<file path="src/rtl/quad_encoder_position.sv">
// ============================================================================
// Module   : quad_encoder_position
// Brief    : Filtered x4 quadrature decoder with index and a multi-cycle
//            count-to-angle scaler (POSITION = COUNT * 2^POS_W / (PPR+1)).
// Revision : 1.0 - initial release
// ============================================================================
`default_nettype none

module quad_encoder_position #(
  parameter int CNT_W    = 10,
  parameter int POS_W    = 10,
  parameter int FILT_LEN = 3
) (
  input  logic             clk,
  input  logic             rst_n,
  input  logic             en,
  input  logic             a,
  input  logic             b,
  input  logic             z,
  input  logic [CNT_W-1:0] ppr,
  output logic [CNT_W-1:0] count,
  output logic             dir,
  output logic [POS_W-1:0] position,
  output logic             pos_valid,
  output logic             index_seen,
  output logic             err
);

  localparam int c_FW = (FILT_LEN > 1) ? $clog2(FILT_LEN) : 1;
  localparam int c_IW = (POS_W > 1) ? $clog2(POS_W) : 1;

  typedef enum logic [1:0] {
    ST_IDLE = 2'd0,
    ST_CALC = 2'd1,
    ST_DONE = 2'd2
  } state_t;

  // bit order {a, b, z} throughout the input path
  logic [2:0] r_sync1;
  logic [2:0] r_sync2;
  logic [2:0] w_filt;

  always_ff @(posedge clk) begin
    if (!rst_n) begin
      r_sync1 <= '0;
      r_sync2 <= '0;
    end else begin
      r_sync1 <= {a, b, z};
      r_sync2 <= r_sync1;
    end
  end

  for (genvar i = 0; i < 3; i++) begin : g_filt
    logic [c_FW-1:0] r_fcnt;
    logic            r_out;

    always_ff @(posedge clk) begin
      if (!rst_n) begin
        r_fcnt <= '0;
        r_out  <= 1'b0;
      end else if (r_sync2[i] == r_out) begin
        r_fcnt <= '0;
      end else if (r_fcnt == c_FW'(FILT_LEN - 1)) begin
        r_out  <= r_sync2[i];
        r_fcnt <= '0;
      end else begin
        r_fcnt <= r_fcnt + 1'b1;
      end
    end

    assign w_filt[i] = r_out;
  end

  logic [1:0] w_ab;
  logic       w_z;
  logic [1:0] r_prev_ab;
  logic       r_prev_z;
  logic       w_up;
  logic       w_dn;
  logic       w_illegal;
  logic       w_zrise;

  assign w_ab      = w_filt[2:1];
  assign w_z       = w_filt[0];
  assign w_illegal = ((r_prev_ab ^ w_ab) == 2'b11);
  assign w_zrise   = w_z & ~r_prev_z;

  always_comb begin
    w_up = 1'b0;
    w_dn = 1'b0;
    case ({r_prev_ab, w_ab})
      4'b0001, 4'b0111, 4'b1110, 4'b1000: w_up = 1'b1;
      4'b0010, 4'b1011, 4'b1101, 4'b0100: w_dn = 1'b1;
      default: ;
    endcase
  end

  always_ff @(posedge clk) begin
    if (!rst_n) begin
      count      <= '0;
      dir        <= 1'b0;
      index_seen <= 1'b0;
      err        <= 1'b0;
      r_prev_ab  <= '0;
      r_prev_z   <= 1'b0;
    end else begin
      r_prev_ab <= w_ab;
      r_prev_z  <= w_z;
      err       <= w_illegal;
      if (en) begin
        if (w_zrise) begin
          count      <= '0;
          index_seen <= 1'b1;
        end else if (w_up) begin
          // >= so a count stranded above a lowered PPR still wraps to 0
          count <= (count >= ppr) ? '0 : count + 1'b1;
          dir   <= 1'b1;
        end else if (w_dn) begin
          count <= (count == '0) ? ppr : count - 1'b1;
          dir   <= 1'b0;
        end
      end
    end
  end

  state_t           r_state;
  state_t           w_next;
  logic [CNT_W-1:0] r_last_count;
  logic [CNT_W-1:0] r_last_ppr;
  logic             r_pending;
  logic [c_IW-1:0]  r_iter;
  logic [CNT_W-1:0] r_rem;
  logic [CNT_W:0]   r_div;
  logic [POS_W-1:0] r_q;
  logic             w_changed;
  logic             w_start;
  logic             w_last_iter;
  logic [CNT_W:0]   w_shift;
  logic             w_ge;
  logic [CNT_W:0]   w_rem_nxt;
  logic             w_unused;

  assign w_changed   = (count != r_last_count) || (ppr != r_last_ppr);
  assign w_start     = (r_state == ST_IDLE) && (w_changed || r_pending);
  assign w_last_iter = (r_iter == c_IW'(POS_W - 1));
  assign w_shift     = {r_rem, 1'b0};
  assign w_ge        = (w_shift >= r_div);
  // remainder stays below div <= 2^CNT_W, so the top bit is always zero
  assign w_rem_nxt   = w_ge ? (w_shift - r_div) : w_shift;
  assign w_unused    = w_rem_nxt[CNT_W];

  always_ff @(posedge clk) begin
    if (!rst_n) r_state <= ST_IDLE;
    else        r_state <= w_next;
  end

  always_comb begin
    w_next = r_state;
    case (r_state)
      ST_IDLE: if (w_start) w_next = ST_CALC;
      ST_CALC: if (w_last_iter) w_next = ST_DONE;
      ST_DONE: w_next = ST_IDLE;
      default: w_next = ST_IDLE;
    endcase
  end

  always_ff @(posedge clk) begin
    if (!rst_n) begin
      r_last_count <= '0;
      r_last_ppr   <= '0;
      r_pending    <= 1'b0;
      r_iter       <= '0;
      r_rem        <= '0;
      r_div        <= '0;
      r_q          <= '0;
      position     <= '0;
      pos_valid    <= 1'b0;
    end else begin
      pos_valid <= 1'b0;
      if (r_state != ST_IDLE && w_changed) r_pending <= 1'b1;
      case (r_state)
        ST_IDLE: begin
          if (w_start) begin
            r_last_count <= count;
            r_last_ppr   <= ppr;
            r_pending    <= 1'b0;
            r_rem        <= (count > ppr) ? ppr : count;
            r_div        <= {1'b0, ppr} + 1'b1;
            r_iter       <= '0;
            r_q          <= '0;
          end
        end
        ST_CALC: begin
          r_rem  <= w_rem_nxt[CNT_W-1:0];
          r_q    <= (r_q << 1) | POS_W'(w_ge);
          r_iter <= r_iter + 1'b1;
        end
        ST_DONE: begin
          position  <= r_q;
          pos_valid <= 1'b1;
        end
        default: ;
      endcase
    end
  end

endmodule

`default_nettype wire

</file>
<file path="config.mk">
export PLATFORM = sky130hd
export DESIGN_NAME = quad_encoder_position
export DESIGN_NICKNAME = d
export VERILOG_FILES = /design/src/rtl/quad_encoder_position.sv
export SDC_FILE = /design/constraint.sdc
export NUM_CORES = 1
export LEC_CHECK = 0
export ABC_AREA = 0
export CORE_UTILIZATION = 64
export CTS_CLUSTER_DIAMETER = 200
export DETAILED_ROUTE_END_ITERATION = 12
export PLACE_DENSITY = 0.95
export RECOVER_POWER = 50
export SYNTH_ARGS = -nofsm -noshare
export SYNTH_HDL_FRONTEND = slang
export SYNTH_SLANG_ARGS = --single-unit
</file>
<file path="constraint.sdc">
create_clock -name clk -period 3.8 [get_ports clk]
set_input_delay 0.76 -clock clk [delete_from_list [all_inputs] [get_ports clk]]
set_output_delay 0.76 -clock clk [all_outputs]
set_load 0.03 [all_outputs]
</file>
### Word level (Yosys, flattened, before mapping)

Cells that the tools add are included.

* muxes and demuxes: 24
* magnitude comparators: 3
* reductions and logical operators: 24
* $add $sub $neg: 8
* eq/ne operators: 22
* bitwise operators: 9

Operators with widths (number)
* two-way mux 10 bit: 9
* case mux 10 bit (2 select lines): 2
* equality test 4 bit (second input constant): 5
* inequality test 10 bit: 2
* AND reduction 2 bit: 8
* adder 10 x 1 -> 11 bit (second input constant): 1
* greater-or-equal comparator 11 bit: 1
* adder 10 x 1 -> 10 bit (second input constant): 1
* equality test 2 bit (second input constant): 5
* greater-or-equal comparator 10 bit: 1
* greater-than comparator 10 bit: 1
* logical NOT 10 bit: 1
* OR 10 x 1 -> 10 bit: 1
* subtractor 10 x 1 -> 10 bit (second input constant): 1
* subtractor 10 bit: 1
* OR reduction 3 bit: 3
* equality test 4 x 3 -> 1 bit (second input constant): 2
* two-way mux 1 bit: 8
* case mux 4 bit (2 select lines): 1
* OR reduction 4 bit: 2
* adder 2 x 1 -> 2 bit (second input constant): 3
* NOT 1 bit: 6
* nonzero test 2 bit: 3
* adder 4 x 1 -> 4 bit (second input constant): 1
* 15 further kinds: 21

* output and inout port bits: 24
* bits in registers: 100

### Logic depth before layout (Yosys ltp)

* word-level depth: 6
* depth in mapped cells: 11

### Least setup slack after synthesis

No wires, ideal clock.

* path kind: input -> register
* start: input ppr[2]
* end: register r_rem[2]
* buffers on the path: 2
* setup slack: 1027 ps
* required time: 3661 ps
* cell stages on the path: 9
* arrival time: 2635 ps
* setup time: 139 ps
* cells stage by stage: clkbuf_1 > inv_1 > ha_1 > nand3_1 > o41a_1 > a21oi_1 > buf_2 > mux2i_1 > a221oi_2

* word-level cells in the longest chain between the ends: 6
* elaborated cells between the ends (all ways): 10
* those cells by class: order compare (1); eq/ne (2); mux (3); reduce/logical (4)

RTL lines
* start: declaration: RTL line 20 `input logic [CNT_W-1:0] ppr,`
* parallel branches: the longest is 6 deep, another holds greater-than comparator 10 bit
* end signal: assignment: RTL line 187 `r_rem <= (count > ppr) ? ppr : count;`
* end signal: assignment: RTL line 194 `r_rem <= w_rem_nxt[CNT_W-1:0];`
* end: declaration: RTL line 132 `logic [CNT_W-1:0] r_rem;`

Several ways; the timed one is not identified. The select of a mux whose other input is x is not followed.
A chain may end at the register's enable or synchronous reset.

### Worst setup path in the final report

* start: input ppr[3]
* end: register count[7]

* word-level cells in the longest chain between the ends: 4

RTL lines
* greater-or-equal comparator 10 bit: RTL line 116 `count <= (count >= ppr) ? '0 : count + 1'b1;`
* two-way mux 10 bit: RTL line 116
* two-way mux 10 bit: RTL line 114 `end else if (w_up) begin`
* two-way mux 10 bit: RTL line 111 `if (w_zrise) begin`
* end signal: assignment: RTL line 116
* end signal: assignment: RTL line 119 `count <= (count == '0) ? ppr : count - 1'b1;`
* end: declaration: RTL line 21 `output logic [CNT_W-1:0] count,`

Every way passes these cells.

==> results.cfg <==
[synth]
syn_inst = 664
synth_largest_area_cell = dfxtp_1
syn-cell-area_sq_um = 5540
seq_area_frac_synth = 0.361
syn-mean-instance-area_sq_um = 8.35
synth_seq_cells = 100
ys_warn_count = 0
ys_async_sr_fraction = 0
synth_edf_count = 0
synth.distinct_cells = 59
syn_nets = 711
synthFlopType = dfxtp_1
synth.area.top_cells = dfxtp_1 (36%), ha_1 (6.8%), nor2_1 (6.8%)
synth_top_area_frac = 0.361

[final_layout]
design_area_sq_um = 6180
diodes = 0
syn2layout_area_growth_pct = 11.5
fin_util = 0.745
multiInputGateArea_sq_um = 3200
fin_cells = 795
nFillCells = 543
design.final.nets = 733
layout-drive-gt1-share = 0.0638
seq_area_sq_um = 2000
final_cell_mix = nor2_1 (100), dfxtp_1 (100), nand2_1 (60)

[routing]
ant_nets = 0
wl_per_cell_microns = 17.3
num_vias = 4927
drc = 0
drt-total-wl_microns = 13700
vias_per_cell = 6.20
drt_pass1_iterations = 5
drt_iter0_drc = 394

[clock_network]
cts-resized-gates = 0
cts.sinks = 100
cts_tree = built
htree_levels = 3
numCtsBuffers = 9
hold_buffers = 0
clk_path_buf_depth = 2
cts_setup_buffers = 0
clk-insertion-delay-late_ps = 370
path_clk_slew_ps = 90
cts_root_buf = clkbuf_8

[die]
io-pin-count = 40
dieArea_sq_um = 9040
die_h_microns = 95.1
die-width_microns = 95.1
start_util = 0.668
core-area_sq_um = 8300
rows = 33

[setup_path]
crit_path_start = ppr[3]
crit_fanout = 8
r2r-start = count[6]
endpoint_kind = register
r2r_end = r_q[5]
critPathRequiredTime_ps = 4030
cp_data_arrival_time_ps = 3620
r2r_cells = 8
crit_type = primary input to register
r2r_setup_slack_ps = 820
start_kind = primary input

[place]
gp_congestion = 0.959
hpwl_microns = 9600
placed_cell_area_sq_um = 5940
place_inst = 780
io_buffers = 39

[timing]
tightestPinTransition_ps = 1040
fin_crit_ps = 3390
period_share = 0.891
skew_ps = 12.2
rsz0062_at_grt = no
finalSetupViolations = 0
finalMaxSlewViolations = 0
whs_ps = 415
hold_viol_final = 0
fmax_ghz = 0.295
slew_headroom = 0.306
fin_setup_tns_ps = 0

[worst_hold_path]
hold_path_depth = 1
hp-class = register to register
whs_endpoint = g_filt[2].r_fcnt[0]
min_from = g_filt[2].r_fcnt[0]

[global_route]
grt_pass1_wl_microns = 22100
grt_max_degree = 63
grt-ovfl-total = 0
grt_pass1_vias = 4532
antenna_found_initial = 0
grt_usage = 0.316

[run_status]
outcome = complete, no violations

[power]
p_leak_uw = 0.00258
vdd_drop_max_mv = 0.255
powerDensity_nw_per_um2 = 379

[job]
max-cap-violations = 0
kinds of logic (layout without fill, tap and decap cells):
group	after synthesis	count (layout)	synth area share
AO/OA/AOI/OAI	129	129	0.155
buffers and inverters	74	100	0.0616
flip-flops	100	100	0.361
AND/OR/NAND/NOR	241	241	0.201
XOR/XNOR	52	52	0.0821
multiplexers	37	37	0.0682
adder cells (fa/ha/maj)	31	31	0.0713
cells in the mapped netlist, drive strengths merged, types with 15 or more instances:
cell	number
a21oi	42
ha	30
o21ai	29
dfxtp	100
mux2i	34
a211oi	15
clkbuf	23
nand2	60
xnor2	26
buf	17
xor2	26
nor2	101
inv	34
critical path, cell delays in order:
cell	delay, ps
clkdlybuf4s50_1	600
inv_1	200
ha_1	350
a211oi_1	240
o21ai_0	170
a21oi_1	280
o211ai_1	240
nor2_1	170
buf_4	180
nand2_1	60
o311ai_0	360
layer usage:
metal / up-vias / GRT usage / share of wire
li1: 2324 / - / -
met3: 49 / 0.0590 / 0.073
met5: - / 0 / 0
met1: 2324 / 0.399 / 0.41
met2: 230 / 0.527 / 0.48
met4: 0 / 0.129 / 0.032
power breakdown:
part	switching, uW	internal (uW)	leakage (uW)
clock network	373	456	0.000120
logic	240	166	0.00165
registers	27.9	1080	0.000814
stage by stage:
stage                     power (uW)  setup slack (ps)
after global placement          1510               305
after detailed placement        1530               168
after global routing            2440               290
after CTS                       2340               543
after floorplan                 1430              1030
final                           2350               415
worst max-delay path by stage:
| stage | end |
|---|---|
| 2_1_floorplan | r_rem[2] |
| 6_report | count[7] |
| 4_1_cts | count[7] |
| 3_5_place_dp | count[7] |
| 5_1_grt | count[7] |
| 3_3_place_gp | count[7] |
registers in the layout, summed over array words and instances, names as in the netlist:
signal	count
g_filt.r_out	3
r_last_ppr	10
r_prev_z	1
g_filt.r_fcnt	6
r_div	11
r_rem	10
r_sync2	3
dir	1
r_iter	4
r_last_count	10
count	10
err	1
r_state	2
r_prev_ab	2
r_pending	1
index_seen	1
r_q	10
pos_valid	1
r_sync1	3
position	10
final cells by class:
cell class / count / area share
Clock buffer: 10 / 0.0223
Tap cell: 105 / 0.0213
Multi-Input combinational cell: 490 / 0.518
Inverter: 34 / 0.0206
Timing Repair Buffer: 51 / 0.0765
Clock inverter: 5 / 0.0176
Sequential cell: 100 / 0.324
(Power assumes the default switching activity.)
